<file path="config.mk">
export PLATFORM = sky130hd
export DESIGN_NAME = io_mmio_responder
export DESIGN_NICKNAME = d
export VERILOG_FILES = /design/src/rtl/io_mmio_responder_pkg.sv /design/src/rtl/io_mmio_responder_tx_fifo.sv /design/src/rtl/io_mmio_responder.sv
export SDC_FILE = /design/constraint.sdc
export NUM_CORES = 1
export LEC_CHECK = 0
export CAP_MARGIN = 20
export CORE_ASPECT_RATIO = 0.9
export CORE_MARGIN = 2
export CORE_UTILIZATION = 50
export DETAILED_ROUTE_END_ITERATION = 10
export MAX_ROUTING_LAYER = met4
export PLACE_DENSITY = 0.82
export SYNTH_ARGS = -nofsm -noshare
export SYNTH_HDL_FRONTEND = slang
export SYNTH_SLANG_ARGS = --single-unit
</file>
<file path="constraint.sdc">
create_clock -name clk -period 6 [get_ports clk]
set_input_delay 1.2 -clock clk [delete_from_list [all_inputs] [get_ports clk]]
set_output_delay 1.2 -clock clk [all_outputs]
set_load 0.05 [all_outputs]
</file>
<file path="src/rtl/io_mmio_responder_pkg.sv">
// io_mmio_responder_pkg: IO register map, CTRL bit positions, Funct3 load codes
// and the load-extract helper shared by the IO responder.
package io_mmio_responder_pkg;
    localparam logic [3:0] IO_REGION  = 4'b1000;
    localparam logic [7:0] IO_CTRL    = 8'h00;
    localparam logic [7:0] IO_RXDATA  = 8'h04;
    localparam logic [7:0] IO_TXDATA  = 8'h08;
    localparam logic [7:0] IO_CYCLE   = 8'h10;
    localparam logic [7:0] IO_INSTR   = 8'h14;
    localparam logic [7:0] IO_CNT_CLR = 8'h18;

    localparam int CTRL_RX_VALID = 0;
    localparam int CTRL_TX_NFULL = 1;
    localparam int CTRL_TX_OVF   = 2;

    localparam logic [2:0] FNC_LB  = 3'b000;
    localparam logic [2:0] FNC_LH  = 3'b001;
    localparam logic [2:0] FNC_LW  = 3'b010;
    localparam logic [2:0] FNC_LBU = 3'b100;
    localparam logic [2:0] FNC_LHU = 3'b101;

    typedef enum logic [1:0] {
        LD_BYTE,
        LD_HALF,
        LD_WORD,
        LD_NONE
    } ld_size_e;

    function automatic logic [31:0] load_extract(input logic [31:0] word,
                                                 input logic [1:0]  off,
                                                 input logic [2:0]  f3);
        logic [7:0]  b;
        logic [15:0] h;
        ld_size_e    sz;
        logic        sgn;
        b   = 8'(word >> {off, 3'b000});
        h   = off[1] ? word[31:16] : word[15:0];
        sz  = (f3 == FNC_LB || f3 == FNC_LBU) ? LD_BYTE :
              (f3 == FNC_LH || f3 == FNC_LHU) ? LD_HALF :
              (f3 == FNC_LW) ? LD_WORD : LD_NONE;
        sgn = !f3[2];
        case (sz)
            LD_BYTE: return {{24{sgn & b[7]}}, b};
            LD_HALF: return {{16{sgn & h[15]}}, h};
            LD_WORD: return word;
            default: return 32'h0;
        endcase
    endfunction
endpackage

</file>
<file path="src/rtl/io_mmio_responder_tx_fifo.sv">
// io_tx_fifo: synchronous FIFO with power-of-two depth; a pop frees a slot for a
// same-cycle push, and the head reads as zero while empty.
module io_tx_fifo #(
    parameter int DEPTH = 4,
    parameter int W     = 8
) (
    input  logic         clk,
    input  logic         rst,
    input  logic         push,
    input  logic [W-1:0] push_data,
    input  logic         pop,
    output logic [W-1:0] pop_data,
    output logic         full,
    output logic         empty
);
    localparam int AW = $clog2(DEPTH);

    logic [W-1:0]  mem_q [DEPTH];
    logic [W-1:0]  mem_d [DEPTH];
    logic [AW-1:0] wr_q, wr_d, rd_q, rd_d;
    logic [AW:0]   cnt_q, cnt_d;
    logic          do_push, do_pop;

    assign full     = cnt_q == (AW+1)'(DEPTH);
    assign empty    = cnt_q == '0;
    assign do_pop   = pop && !empty;
    assign do_push  = push && (!full || do_pop);
    assign pop_data = empty ? '0 : mem_q[rd_q];

    always_comb begin
        mem_d = mem_q;
        if (do_push) mem_d[wr_q] = push_data;
        wr_d  = wr_q + AW'(do_push);
        rd_d  = rd_q + AW'(do_pop);
        cnt_d = cnt_q + (AW+1)'(do_push) - (AW+1)'(do_pop);
    end

    always_ff @(posedge clk) begin
        mem_q <= mem_d;
        if (!rst) begin
            wr_q  <= '0;
            rd_q  <= '0;
            cnt_q <= '0;
        end else begin
            wr_q  <= wr_d;
            rd_q  <= rd_d;
            cnt_q <= cnt_d;
        end
    end
endmodule

</file>
<file path="src/rtl/io_mmio_responder.sv">
// io_mmio_responder: MMIO responder for UART TX/RX and cycle/instruction counters;
// load data is registered so IO reads share the one-cycle DMEM writeback timing.
module io_mmio_responder
    import io_mmio_responder_pkg::*;
#(
    parameter int TX_DEPTH = 4,
    parameter int CW       = 32
) (
    input  logic        clk,
    input  logic        rst,
    input  logic [31:0] A,
    input  logic [2:0]  Funct3,
    input  logic [3:0]  Io_trans,
    input  logic        Io_recv,
    input  logic [31:0] Wdata,
    input  logic        Inst_retire,
    output logic [31:0] Io_dout,
    output logic [7:0]  UA_tx_data,
    output logic        UA_tx_valid,
    input  logic        UA_tx_ready,
    input  logic [7:0]  UA_rx_data,
    input  logic        UA_rx_valid,
    output logic        UA_rx_ready
);
    logic [31:0]   dout_q, dout_d;
    logic          rx_ready_q, rx_ready_d;
    logic          ovf_q, ovf_d;
    logic [CW-1:0] cycle_q, cycle_d, instr_q, instr_d;
    logic [7:0]    reg_a;
    logic [31:0]   rd_word;
    logic          tx_full, tx_empty, tx_push, tx_pop, cnt_clr, ovf_clr;
    logic          unused_bits;

    // Registers are word-aligned; A[1:0] only picks the lane inside the word.
    assign reg_a       = {A[7:2], 2'b00};
    assign tx_push     = Io_trans[0] && reg_a == IO_TXDATA;
    assign tx_pop      = !tx_empty && UA_tx_ready;
    assign cnt_clr     = |Io_trans && reg_a == IO_CNT_CLR;
    assign ovf_clr     = Io_trans[0] && reg_a == IO_CTRL && Wdata[CTRL_TX_OVF];
    assign UA_tx_valid = !tx_empty;
    assign UA_rx_ready = rx_ready_q;
    assign Io_dout     = dout_q;
    assign unused_bits = ^{A[31:8], Wdata[31:8]};

    io_tx_fifo #(.DEPTH(TX_DEPTH), .W(8)) u_tx_fifo (
        .clk       (clk),
        .rst       (rst),
        .push      (tx_push),
        .push_data (Wdata[7:0]),
        .pop       (tx_pop),
        .pop_data  (UA_tx_data),
        .full      (tx_full),
        .empty     (tx_empty)
    );

    always_comb begin
        rd_word = '0;
        case (reg_a)
            IO_CTRL: begin
                rd_word[CTRL_RX_VALID] = UA_rx_valid;
                rd_word[CTRL_TX_NFULL] = !tx_full;
                rd_word[CTRL_TX_OVF]   = ovf_q;
            end
            IO_RXDATA: rd_word = {24'h0, UA_rx_data};
            IO_CYCLE:  rd_word = 32'(cycle_q);
            IO_INSTR:  rd_word = 32'(instr_q);
            default:   rd_word = '0;
        endcase
        dout_d     = Io_recv ? load_extract(rd_word, A[1:0], Funct3) : dout_q;
        rx_ready_d = Io_recv && reg_a == IO_RXDATA;
        ovf_d      = (tx_push && tx_full && !tx_pop) || (ovf_q && !ovf_clr);
        cycle_d    = cnt_clr ? '0 : cycle_q + CW'(1);
        instr_d    = cnt_clr ? '0 : instr_q + CW'(Inst_retire);
    end

    always_ff @(posedge clk) begin
        if (!rst) begin
            dout_q     <= '0;
            rx_ready_q <= 1'b0;
            ovf_q      <= 1'b0;
            cycle_q    <= '0;
            instr_q    <= '0;
        end else begin
            dout_q     <= dout_d;
            rx_ready_q <= rx_ready_d;
            ovf_q      <= ovf_d;
            cycle_q    <= cycle_d;
            instr_q    <= instr_d;
        end
    end
endmodule

</file>
* After elaboration in Yosys (flattened, before gate mapping)
Index checks and enable logic that the tools add are counted.
** Operators by class
- Bitwise operators :: 5
- $add $sub $neg :: 6
- Multiplexer cells :: 14
- Equality and inequality tests :: 12
- Reductions and logical operators :: 27
- Magnitude comparators :: 3
- Shifts and indexed selects :: 1
** Operators by type and width (number)
- 32-bit case mux with 3 select lines :: 1
- 29-bit case mux with 3 select lines :: 1
- 32-bit by 1-bit adder with 32-bit output :: 1
- 32-bit by 1-bit adder with 32-bit output (second input constant) :: 1
- 32-bit bitwise mux :: 1
- 8-bit 2-to-1 mux :: 4
- 32-bit by 5-bit >> shifter with 8-bit output :: 1
- 6-bit by 3-bit equality test with 1-bit output (second input constant) :: 3
- 8-bit binary-select mux with 2-bit select :: 1
- 8-bit demux with 2-bit select :: 1
- 16-bit 2-to-1 mux :: 1
- 1-bit logical AND :: 12
- 3-bit case mux with 4 select lines :: 1
- 3-bit equality test (second input constant) :: 3
- 8-bit logical NOT :: 1
- 6-bit by 1-bit equality test with 1-bit output (second input constant) :: 1
- 6-bit by 2-bit equality test with 1-bit output (second input constant) :: 1
- 3-bit >= comparator (second input constant) :: 2
- 3-bit logical NOT :: 2
- 2-bit inverter with 3-bit output :: 2
- 1-bit logical NOT :: 5
- 2-bit by 1-bit adder with 2-bit output :: 2
- 1-bit logical OR :: 4
- 2-bit 2-to-1 mux :: 2
- other kinds (13) :: 14
** Word-level totals
- Logic and storage cells :: 80
- Input port bits :: 85
- Flip-flop bits (word level) :: 137
- Output and inout bits :: 42

* Longest topological paths before layout
Gate-level depths: netlist (run 1).
- Depth in word-level cells :: 8
- Depth in mapped cells :: 10
- Depth with buffers taken out :: 9

* Cells and area by module
From an unflattened synthesis (run 1), not the netlist that was laid out.
** Second synthesis, totals
- Cell total of the unflattened synthesis :: 722
- Area, all modules :: 6954.2 um2
** By module, submodules not included
- io_mmio_responder :: seq. area each 1961.9 um2, times used 1, area each 5302.6 um2, cells an instance 633
- io_tx_fifo :: seq. area each 1101.1 um2, times used 1, area each 1651.6 um2, cells an instance 89

* Worst setup path before layout (run 1)
Ideal clock, no wire load.
- Path type :: input to register
- From :: input port A[5]
- To :: register u_tx_fifo.mem_q[16] (netlist name) (enable)
- Cell stages on the path :: 4
- Buffers on the path :: 0
- Data arrival time :: 2850 ps
- Slack :: 2765 ps
- Setup time :: 385 ps
- Required time :: 5615 ps
- Path through :: nor4_2 > and4b_1 > o21ai_0 > nor3b_1
** On the way
- Cells in the longest elaborated chain, start to end :: 3
** Ends and longest elaborated chain
- start, declared :: RTL line io_mmio_responder.sv:11 : input logic [31:0] A,
- 6-bit by 2-bit equality test with 1-bit output :: RTL line io_mmio_responder.sv:36 : assign tx_push = Io_trans[0] && reg_a == IO_TXDATA;
- 1-bit logical AND :: RTL line io_mmio_responder.sv:36
- 1-bit logical AND :: RTL line io_mmio_responder_tx_fifo.sv:27 : assign do_push = push && (!full || do_pop);
- end signal, assigned :: RTL line io_mmio_responder_tx_fifo.sv:39 : mem_q <= mem_d;
- end, declared :: RTL line io_mmio_responder_tx_fifo.sv:18 : logic [W-1:0] mem_q [DEPTH];
Every way passes these cells.
A chain may end at the register's enable or synchronous reset.

* Worst setup path in the final report (run 1)
- From :: input port A[3]
- To :: register dout_q[26] (netlist: Io_dout[26])
** On the way
- Cells in the longest elaborated chain, start to end :: 5
- Elaborated cells between the ends (all ways) :: 9
- Classes of those cells :: eq/ne (3); shift (1); mux (3); bitwise (2)
** Ends and longest elaborated chain
- 6-bit by 3-bit equality test with 1-bit output / 6-bit by 1-bit equality test with 1-bit output (equally long branches) :: RTL line io_mmio_responder.sv:58 : case (reg_a)
- 29-bit case mux with 3 select lines * :: RTL line io_mmio_responder.sv:58
- 32-bit by 5-bit >> shifter with 8-bit output / 16-bit 2-to-1 mux (equally long branches) :: RTL line io_mmio_responder_pkg.sv:36, io_mmio_responder_pkg.sv:37
- 1-bit AND, on equally long branches :: RTL line io_mmio_responder_pkg.sv:43, io_mmio_responder_pkg.sv:44
- 32-bit case mux with 3 select lines * :: RTL line io_mmio_responder_pkg.sv:42 : case (sz)
- end signal, assigned :: RTL line io_mmio_responder.sv:84 : dout_q <= dout_d;
- end, declared :: RTL line io_mmio_responder.sv:25 : logic [31:0] dout_q, dout_d;
Every way passes the cells marked *; elsewhere a longest branch is shown, timed or not.

==> reports/qor.yml, run 1 <==
flow_run:
  drv_cap: 0
die:
  die_h_um: 115.9
  num_io_pins: 127
  initial_core_util_pct: 51.64
  rows: 40
  die_x_um: 128.3
  dieArea_um2: 14860
  core_area_um2: 13460
clock_tree:
  cts.sinks: 137
  clkTransAtPathRegs_ns: 0.06
  cts_buffer_depth: 2
  cts_buffers: 17
  htree_levels: 4
  post_cts_resized: 0
  post-cts-setup-buffers: 0
  hold_buffers: 0
  cts_tree: "done"
  insertion_delay_ns: 0.42
  root_buffer: "clkbuf_16"
synth:
  async_flop_share_pct: 0
  synthMuxAreaShare_pct: 5.112
  synth_area_um2: 6952
  synth_area_leaders: "dfxtp_1, edfxtp_1, xor2_1"
  yosys_warnings: 0
  yosysSeqAreaShare_pct: 44.06
  synthCells: 711
  synth-compound-area-share_pct: 16.11
  syn_avg_cell_area_um2: 9.777
  synthAdderAreaFrac_pct: 1.548
  synth_top_family_by_area: "simple AND/OR/NAND/NOR gates"
  synth_flop_cell: "dfxtp_1"
  synth_seq_cells: 137
  synth_xor_area_share_pct: 6.299
  synth_top_area_share_pct: 30.24
  synth_enable_flop_cells: 32
  synth.distinct_cells: 72
  synth_top_cell_by_area: "dfxtp_1"
  synthSimpleGateAreaFrac_pct: 23.81
  synth_nets: 804
sta:
  skew_ns: 0.006820
  tightest_slew_ns: 1.063
  fin_crit_sh_pct: 64.11
  finalHoldViolCount: 0
  hold_ws_ns: 0.4825
  max_slew_margin_pct: 28.89
  setup_violations: 0
  max_freq_mhz: 260.0
  drv_slew: 0
  rsz0062_at_grt: "no"
  min_period_ns: 3.846
  setup_tns_ns: 0
drt:
  drc: 0
  vias_per_cell: 6.273
  vias: 6035
  ant_nets: 0
  first_pass_iters: 5
  wirelength_um: 19140
  wl_per_cell_um: 19.90
  drt_iter0_drc: 643
critical_path:
  max_stage_delay_ns: 0.87
  slowest_stage: "clkdlybuf4s50_1"
  critPathMaxFanout: 22
  arrival_ns: 4.19
  crit_type: "in2reg"
  path_cells: "clkdlybuf4s50_1 > nor2b_1 > and2_1 > a22o_1 > nand2_1 > a41oi_2"
  startpoint_type: "input port"
  endpoint_kind: "flip-flop"
  worstPathRequired_ns: 6.34
status:
  outcome: "finished clean"
layout:
  fin_nets: 874
  diodes: 0
  layout-drive-gt1-share_pct: 10.58
  fillCellCount: 1052
  area_growth_pct: 20.93
power_and_ir_drop:
  ir_drop_v: 0.0001744
  power_density_nw_per_um2: 287.2
  leakagePower_nw: 2.833
global_routing:
  grt_max_degree: 51
  grt_usage_pct: 27.17
  grt_pass1_wl_um: 29990
  antenna_found_initial: 0
  grt_remaining_overflow: 0
  grt_pass1_vias: 5737
hold_path:
  min_path_type: "reg2reg"
placed_design:
  hpwl_um: 13960
  gp_congestion: 0.9640
  port_buffers: 78
cells in the mapped netlist (3+ instances only):
master	count
a21oi_1	36
a221oi_1	6
a22o_1	14
a22oi_1	5
a31oi_1	7
a31oi_2	3
a32oi_1	7
a41oi_1	6
a41oi_2	8
and2_1	21
and3_1	7
and4_1	8
buf_2	13
clkbuf_1	20
dfxtp_1	105
edfxtp_1	32
ha_1	7
inv_1	11
mux2_2	6
mux2i_1	4
mux4_2	11
nand2_1	57
nand2b_1	4
nand3_1	38
nand3b_1	3
nand4_1	17
nand4_2	3
nor2_1	65
nor2b_1	23
nor3_1	8
nor3b_1	10
nor4_1	3
o211ai_1	8
o21ai_0	21
o21ai_1	4
or3_1	8
or4_1	7
xnor2_1	10
xor2_1	40
cell families after synthesis:
family	count (synthesis)
fa+ha+maj	8
xor+xnor	50
mux	21
buf+inv	49
compound gates	148
simple gates	298
flops	137
cell type report:
class / instances / area (um2) / share of cell area (%)
Multi-Input combinational cell: 525 / 3687 / 43.86
Sequential cell: 137 / 3063 / 36.43
Timing Repair Buffer: 89 / 863.3 / 10.27
Clock buffer: 21 / 461.7 / 5.492
Tap cell: 168 / 210.2 / 2.500
Clock inverter: 11 / 80.08 / 0.9525
Inverter: 11 / 41.29 / 0.4911
power breakdown:
group          internal (mW)  switching, mW
Combinational          0.184          0.274
Clock                  0.584          0.378
Sequential             0.962         0.0330
through the flow:
step	utilization (%)	power [mW]	setup slack [ns]	cell area [um2]	instances
floorplan	-	1.312	2.765	6952	711
global route	62.44	2.497	1.994	8407	962
detailed placement	58.42	1.470	1.822	7865	930
CTS	62.44	2.427	2.145	8407	962
global placement	58.36	1.448	1.887	7858	929
finish	62.44	2.415	2.154	8407	962
per-layer routing:
metal / track usage, % / part of all wire (%) / wire, um
met1: 35.18 / 43 / 8245
met2: 42.87 / 48 / 9120
met3: 5.771 / 7.2 / 1371
met4: 8.718 / 2.1 / 405
met5: - / 0 / 0
final timing paths:
path | startpoint | cells after the start | slack [ns] | endpoint
max | A[3] | 6 | 2.15 | Io_dout[26]
min | cycle_q[0] | 1 | 0.48 | cycle_q[0]
max reg2reg | u_tx_fifo.cnt_q[2] | 10 | 3.30 | u_tx_fifo.cnt_q[2]
min reg2reg | cycle_q[0] | 1 | 0.48 | cycle_q[0]
registers in the layout, summed over array words and instances, names as in the netlist:
signal	count
Io_dout	32
UA_rx_ready	1
cycle_q	32
instr_q	32
ovf_q	1
u_tx_fifo.cnt_q	3
u_tx_fifo.mem_q	32
u_tx_fifo.rd_q	2
u_tx_fifo.wr_q	2
cell usage in the layout, fill, tap and decap left out, types with 7 or more instances in the layout:
cell type        Yosys  layout
a31oi_1              7       7
dfxtp_1            105     105
nor2_1              65      65
nand4_1             17      17
a41oi_2              8       8
and4_1               8       8
nor2b_1             23      22
xor2_1              40      40
o21ai_0             21      21
inv_1               11      11
edfxtp_1            32      32
nand2_1             57      57
nor3_1               8       8
clkdlybuf4s50_1      0      78
buf_4                1      11
xnor2_1             10      10
a21oi_1             36      36
o211ai_1             8       8
ha_1                 7       7
a32oi_1              7       7
nand3_1             38      38
and3_1               7       7
or3_1                8       8
or4_1                7       7
clkbuf_16            0      18
mux4_2              11      11
a22o_1              14      14
and2_1              21      21
nor3b_1             10      10
worst max-delay path, delay by kind of cell:
family	cells	cell delay [ns]
AOI/OAI and AO/OA	2	0.63
buffers and inverters	1	0.87
and+or+nand+nor	3	1.48
Note: power is estimated with default switching activity, not from simulation.
==> run 2, diff against run 1 <==
Settings changed: CORE_UTILIZATION 50 to 48.
Clock period 6 ns to 3.2 ns, I/O delays scaled along.
==> run 2 against run 1 <==
Effect of this change:
- clock power grew 110%
- largest power group is now the clock network
- global-route usage fell by 1.4 points
- final cell count increased by 5.3%
- first-iteration DRC count rose by 20%
- critical endpoint is now UA_tx_data[0]
- sequential power is 84% higher
- critical path type is now reg2out
- non-clock buffer count is 26 higher
- cell area rose by 4.0%
- highest routed layer unchanged
- largest cell class unchanged
- routed wire length down 1.3%
==> reports/qor.yml, run 2 (same netlist as run 1, synthesis figures left out) <==
sta:
  rsz0062_at_grt: "no"
  setup_violations: 0  # unchanged
  max_freq_mhz: 341.6
  fin_crit_sh_pct: 91.49
  hold_ws_ns: 0.4724  # -0.01007 ns
  min_period_ns: 2.928
  tightest_slew_ns: 0.5434  # -0.5192 ns
  drv_slew: 0  # unchanged
  max_slew_margin_pct: 63.66  # +35 points
  finalHoldViolCount: 0  # unchanged
  setup_tns_ns: 0  # unchanged
  skew_ns: 0.004044  # -0.002776 ns
placed_design:
  port_buffers: 78  # unchanged
  gp_congestion: 0.9576  # -0.66%
  hpwl_um: 13440  # -3.7%
  placed_cell_area_um2: 8142  # +3.5%
layout:
  diodes: 0  # unchanged
  register_area_um2: 3063  # unchanged
  fin_nets: 900  # +3.0%
  layout_commonest_cell: "dfxtp_1"
  area_growth_pct: 25.81
  final_util_pct: 62.00  # -0.45 points
  layout_common_cells: "dfxtp_1, clkdlybuf4s50_1, nor2_1"
  layout-drive-gt1-share_pct: 14.15  # +3.6 points
  multi_input_area_um2: 3687  # unchanged
  fillCellCount: 1111  # +5.6%
  stdcell_area_um2: 8746  # +4.0%
clock_tree:
  cts_tree: "done"
  clkTransAtPathRegs_ns: 0.06  # about the same
  cts.sinks: 137  # unchanged
  insertion_delay_ns: 0.43  # about the same
  htree_levels: 4  # unchanged
  cts_buffers: 17  # unchanged
  post-cts-setup-buffers: 0  # unchanged
  post_cts_resized: 0  # unchanged
  root_buffer: "clkbuf_16"
  cts_buffer_depth: 2  # unchanged
  hold_buffers: 0  # unchanged
power_and_ir_drop:
  seq_power_share_pct: 38.5  # -2.7 points
  p_sw_share_pct: 28.49  # +0.12 points
  intPower_mw: 3.406  # +97%
  leakagePower_nw: 3.003  # +6.0%
  power.switching_mw: 1.357  # +98%
  ir_drop_v: 0.0004403  # +150%
  power_density_nw_per_um2: 544.6  # +90%
  comb_power_share_pct: 19.3  # +0.3 points
  p_clk_share_pct: 42.2  # +2.3 points
die:
  core_area_um2: 14110  # +4.8%
  die_h_um: 118.2  # +2.0%
  rows: 41  # +2.5%
  initial_core_util_pct: 49.28  # -2.4 points
  dieArea_um2: 15460  # +4.0%
  num_io_pins: 127  # unchanged
  die_x_um: 130.9  # +2.0%
drt:
  drc: 0  # unchanged
  wirelength_um: 18900  # -1.3%
  wl_per_cell_um: 18.66  # -6.2%
  vias_per_cell: 6.017  # -4.1%
  ant_nets: 0  # unchanged
  vias: 6095  # +0.99%
  drt_iter0_drc: 770  # +20%
  first_pass_iters: 5  # unchanged
critical_path:
  arrival_ns: 2.29  # -1.90 ns
  critPathMaxFanout: 5  # -77%
  r2r_start: "u_tx_fifo.cnt_q[1]"
  startpoint_type: "flip-flop"
  crit_type: "reg2out"
  worstPathRequired_ns: 2.56  # -3.78 ns
  endpoint_kind: "output port"
  ff2ff_path_depth: 9  # -1
  crit_path_start: "u_tx_fifo.rd_q[0]"
  r2r_setup_slack_ns: 0.93  # -2.37 ns
  r2r_end: "u_tx_fifo.cnt_q[2]"
hold_path:
  min_path_type: "reg2reg"
  whs_path_depth: 1  # unchanged
  hp-start: "cycle_q[0]"
  min_to: "cycle_q[0]"
global_routing:
  grt_max_degree: 39  # -24%
  antenna_found_initial: 0  # unchanged
  grt_pass1_vias: 5736  # -0.017%
  grt_remaining_overflow: 0  # unchanged
  grt_usage_pct: 25.80  # -1.4 points
  grt_pass1_wl_um: 29740  # -0.83%
flow_run:
  drv_cap: 0  # unchanged
status:
  outcome: "finished clean"
==> run 2: cell types whose count changed in the layout (fill, tap and decap cells not counted), moves of 2 or more <==
cell       before  now
buf_12          0    4
clkinv_2        4    2
bufinv_16       1    3
clkinv_4        0    5
clkinv_1        4    0
buf_4          11   33
clkbuf_1        3    1
==> run 2: critical path: stages (launching register included) <==
cell             delay, ns
dfxtp_1               0.33
buf_4                 0.17
mux4_2                0.51
nor2b_1               0.15
clkdlybuf4s50_1       0.70
==> run 2: per-stage QoR <==
step	instances	power [mW]	setup WS (ns)
global placement	981	2.761	0.1914
CTS	1013	4.779	0.2457
finish	1013	4.763	0.2722
global route	1013	4.927	0.1819
detailed placement	981	2.784	0.1512
floorplan	711	2.461	0.5250
==> run 2: area by class of cell <==
type / instances / area share, %
timing repair buffer: 115 / 12.68
sequential: 137 / 35.02
inverter: 11 / 0.4721
multi-input combinational: 525 / 42.16
clock buffer: 18 / 4.907
tap: 193 / 2.761
clock inverter: 14 / 2.003
==> run 2: power by group through the flow <==
stage | clock (mW) | sequential [mW] | combinational (mW)
final | 2.01 | 1.83 | 0.920
after global routing | 2.10 | 1.84 | 0.991
after CTS | 2.02 | 1.83 | 0.922
after detailed placement | 0 | 1.87 | 0.914
after global placement | 0 | 1.87 | 0.893
after floorplan | 0 | 1.86 | 0.598
==> run 2: how the worst max path moves through the flow <==
stage	endpoint	slack, ns	depth (start not counted)
2_1_floorplan	u_tx_fifo.mem_q[16]	0.53	4
3_3_place_gp	u_tx_fifo.cnt_q[2]	0.19	10
3_5_place_dp	u_tx_fifo.cnt_q[2]	0.15	10
4_1_cts	UA_tx_data[3]	0.25	3
5_1_grt	UA_tx_data[7]	0.18	3
6_report	UA_tx_data[0]	0.27	4
==> run 2: per-layer routing <==
| metal | vias up | share of wire (%) | track usage, % |
|---|---|---|---|
| met2 | 290 | 45 | 37.53 |
| met1 | 2901 | 43 | 34.17 |
| met3 | 52 | 9.0 | 6.655 |
| met5 | - | 0 | - |
| met4 | 0 | 3.2 | 10.70 |
| li1 | 2852 | - | - |
==> run 3, diff against run 2 <==
Settings changed: SETUP_SLACK_MARGIN from default to 0.05.
==> results of run 3 <==
Same layout as run 2: the final DEF is identical, and so are final timing and power.
==> RTL edit 1 (settings of run 2) <==
The parameter `CW` goes from 32 to 48.
--- a/src/rtl/io_mmio_responder.sv
+++ b/src/rtl/io_mmio_responder.sv
@@ -5,5 +5,5 @@
 #(
     parameter int TX_DEPTH = 4,
-    parameter int CW       = 32
+    parameter int CW       = 48
 ) (
     input  logic        clk,
Formal check against the unedited RTL: no difference found for any inputs over 4 cycles, from zero or initial values and one cycle with rst low; that may be too few to reach the edited logic, so the function may still have changed.
==> RTL edit 1 against run 2 <==
  * Setup slack worse by 68 ps
  * Sequential cell count unchanged
  * Synthesized area down 0.72%
  * Wire length down 7.0%
  * Cell area down 1.8%
  * Sequential share of layout area up 0.65 points
  * Power down 3.1%
  * Critical path type unchanged
  * Largest cell class unchanged
==> RTL edit 1: results (changes against run 2) <==
[drt]
post_drt_wl_per_cell_um = 17.3  ; -7.3%
viasPerCell = 5.81  ; -3.4%
first_pass_iters = 9  ; +4
drt_iter0_markers = 718  ; -6.8%

[hold_path]
worstHoldStart = cycle_q[0]
min_path_type = flop to flop
hold_depth = 1  ; unchanged
hold_end = cycle_q[0]

[clocking]
cts_setup_buffers = 0  ; unchanged
cts-htree-levels = 4  ; unchanged
clock_path_buffers = 2  ; unchanged
cts.repair.resized = 0  ; unchanged
clock_latency_ps = 420
cts_root_buf = clkbuf_16
cts_inserted_buffers = 17  ; unchanged
clk_pin_slew_ps = 60  ; about the same

[critical_path]
reg2reg_depth = 10  ; +1
rrSetupSlack_ps = 880  ; -50 ps
slowest_stage = clkdlybuf4s50_1
cpPeakStageDelay_ps = 690
r2r_start = u_tx_fifo.cnt_q[2]
timing.rr.end = u_tx_fifo.cnt_q[2]
cp-startpoint = u_tx_fifo.rd_q[0]
cp-endpoint = UA_tx_data[2]
crit_arrival_ps = 2360  ; +70 ps
crit_fanout = 6  ; +1

[logic_synthesis]
seq_area_frac_synth = 0.444  ; +0.00320
synth_cell_types = 61  ; -15%
yosys_warnings = 0  ; unchanged
synthFlopType = dfxtp_1
synth_common_cells = 105 x dfxtp_1, 84 x nor2_1, 42 x xor2_1
syn_nets = 815  ; +1.4%
synth_edf_count = 32  ; unchanged
ys_async_sr_fraction = 0  ; unchanged
ys_top_cells_by_area = dfxtp_1 30%, edfxtp_1 14%, xor2_1 5.3%, nor2_1 4.6%, nor2b_1 3.6%

[global_route]
grt_antenna_before_repair = 0  ; unchanged
grt_pass1_wl_um = 27500  ; -7.4%
grt_pass1_vias = 5390  ; -6.0%
grt_usage = 0.236  ; -0.0215
grt_max_degree = 65  ; +67%

[outcome]
outcome = completed

[final_layout]
antenna_cells = 0  ; unchanged
final_nets = 903  ; +0.33%
drive_gt1_frac = 0.117  ; -0.0248

[sta]
fin_skew_ps = 8.54  ; +4.49 ps
tightestPinTransition_ps = 789  ; +246 ps

[placed_design]
post-dp-hpwl_um = 12200  ; -9.0%
io_buffers = 78  ; unchanged
globalplace.congestion = 0.959  ; +0.11%

[power]
ir_drop_uv = 416  ; -5.6%
leakagePower_nw = 2.99  ; -0.53%

[flow_run]
max-cap-violations = 0  ; unchanged

RTL edit 1: changes by cell type after synthesis, moves of 11 or more:
cell | before | now
a21oi_1 | 36 | 19
nand2_1 | 57 | 22
nor2_1 | 65 | 84
nor2b_1 | 23 | 40
nor3_1 | 8 | 22
o21ai_0 | 21 | 36
xnor2_1 | 10 | 21
RTL edit 1: worst max-delay path, delay by kind of cell, from the launching register on:
| family | cells | cell delay [ps] |
|---|---|---|
| multiplexers | 1 | 570 |
| AND/OR/NAND/NOR | 1 | 140 |
| buffers and inverters | 1 | 690 |
| flip-flops | 1 | 540 |
RTL edit 1: layer usage:
metal / track usage / routed length, um
met1: 0.322 / 7760
met2: 0.341 / 7830
met3: 0.0645 / 1660
met4: 0.0798 / 326
met5: - / 0
RTL edit 1: where the power goes:
group / switching (mW) / internal [mW] / total (mW)
clock network: 0.727 / 1.14 / 1.87
registers: 0.0487 / 1.80 / 1.85
logic: 0.529 / 0.364 / 0.893
RTL edit 1: final cells by class:
cell class                      count  area (sq um)
Clock buffer                       21           440
Fill cell                        1167          5470
Clock inverter                     11           126
Inverter                           15          56.3
Timing Repair Buffer              112          1070
Tap cell                          193           241
Multi-Input combinational cell    527          3590
Sequential cell                   137          3060
RTL edit 1: cells by family (layout without fill, tap and decap cells):
group,Yosys count,in the layout,synth area share
xor+xnor,63,63,0.0799
simple gates,297,297,0.231
mux,30,30,0.0595
fa+ha+maj,8,8,0.0156
buf+inv,58,159,0.0379
flops,137,137,0.444
compound gates,129,129,0.132
RTL edit 1: through the flow:
stage	setup WS, ps	instances	area (sq um)	util	hold slack (ps)
floorplan	91.8	722	6900	-	425
global placement	-99.8	984	8010	0.570	457
detailed placement	-116	984	8010	0.570	467
CTS	35.2	1016	8580	0.610	479
global route	11.2	1016	8590	0.611	498
finish	204	1016	8590	0.611	494
==> RTL edit 2 (config.mk and constraints of run 2) <==
Made on the original files. `dout_q` and `instr_q` no longer have a reset.
--- a/src/rtl/io_mmio_responder.sv
+++ b/src/rtl/io_mmio_responder.sv
@@ -76,16 +76,17 @@
     always_ff @(posedge clk) begin
         if (!rst) begin
-            dout_q     <= '0;
             rx_ready_q <= 1'b0;
             ovf_q      <= 1'b0;
             cycle_q    <= '0;
-            instr_q    <= '0;
         end else begin
-            dout_q     <= dout_d;
             rx_ready_q <= rx_ready_d;
             ovf_q      <= ovf_d;
             cycle_q    <= cycle_d;
-            instr_q    <= instr_d;
         end
+    end
+
+    always_ff @(posedge clk) begin
+        dout_q  <= dout_d;
+        instr_q <= instr_d;
     end
 endmodule
Behaviour: not the same (a bounded check fails within 4 cycles, from zero or initial values and one cycle with rst low).
==> RTL edit 2 against run 2 <==
  * Cell area shrank 7.3%
  * Critical path depth is 1 lower
  * Power rose by 5.5%
  * Non-clock buffer count decreased by 12
  * Clock power is 2% lower
  * Wire length decreased by 13%
  * Sequential cell count did not move
  * Setup slack better by 8.6 ps
  * Synthesized area fell by 6.6%
  * Combinational power rose by 15%
==> RTL edit 2: results (changes against run 2) <==
[drt]
drt_iter0_markers = 533  ; -31%
drt-met1-wl_um = 7250  ; -11%
first_pass_iters = 6  ; +1
met3_length_um = 1140  ; -33%
met2WireLength_um = 7740  ; -8.8%
post_drt_wl_per_cell_um = 18.7  ; +0.29%

[placed_design]
placed_area_sq_um = 7520  ; -7.7%
dp_slack_ps = 116  ; -35.2 ps
post-dp-hpwl_um = 12000  ; -11%
globalplace.congestion = 0.945  ; -1.3%

[critical_path]
crit_fanout = 9  ; +4

[sta]
slew_headroom = 0.455  ; -0.182
fin_skew_ps = 8.76  ; +4.71 ps
setup_ws_ps = 281  ; +8.61 ps
hold_slack_ps = 487  ; +14.7 ps

[power]
ir_drop_uv = 352  ; -20%
leakagePower_nw = 2.97  ; -1.1%

[global_route]
grt_pass1_vias = 4835  ; -16%
grt_max_degree = 34  ; -13%
globalRouteMet1Util = 0.307  ; -0.0350
grt_usage = 0.238  ; -0.0197

[final_layout]
drive_gt1_frac = 0.115  ; -0.0260
final_nets = 790  ; -12%

[logic_synthesis]
yosys.area_share.adder = 0.0166  ; +0.00109
synth_edf_count = 64  ; +100%
synth_compound_area_frac = 0.0977  ; -0.0634
synth_cell_types = 60  ; -17%
syn_nets = 699  ; -13%
ys_top_cells_by_area = edfxtp_1 30%, dfxtp_1 23%, xor2_1 5.8%, nor2_1 4.2%, mux4_2 2.8%
seq_area_frac_synth = 0.521  ; +0.0804
syn_avg_cell_area_sq_um = 10.7  ; +9.6%

[outcome]
outcome = completed

-- RTL edit 2: changes by cell type in the layout (fill, tap and decap cells not counted), moves of 12 or more --
cell             run 2  this run
and3_1               7        20
a21oi_1             36        12
nand2_1             57        40
dfxtp_1            105        73
nand3_1             38        26
edfxtp_1            32        64
-- RTL edit 2: power by group --
| part | leakage, nW | switching, mW | internal (mW) |
|---|---|---|---|
| clock | 0.279 | 0.794 | 1.16 |
| combinational | 1.48 | 0.625 | 0.435 |
| sequential | 1.21 | 0.0831 | 1.93 |
| total | 2.97 | 1.50 | 3.52 |
-- RTL edit 2: area by class of cell --
class                           instances  area (sq um)
Fill cell                            1005          5150
Sequential cell                       137          3380
Multi-Input combinational cell        426          2910
Timing Repair Buffer                  103           968
Clock buffer                           18           429
Tap cell                              168           210
Clock inverter                         14           161
Inverter                               12          45.0
-- RTL edit 2: critical path: stages (launching register included) --
cell	delay, ps
dfxtp_1	600
mux4_2	270
nor2b_1	160
clkdlybuf4s50_1	820
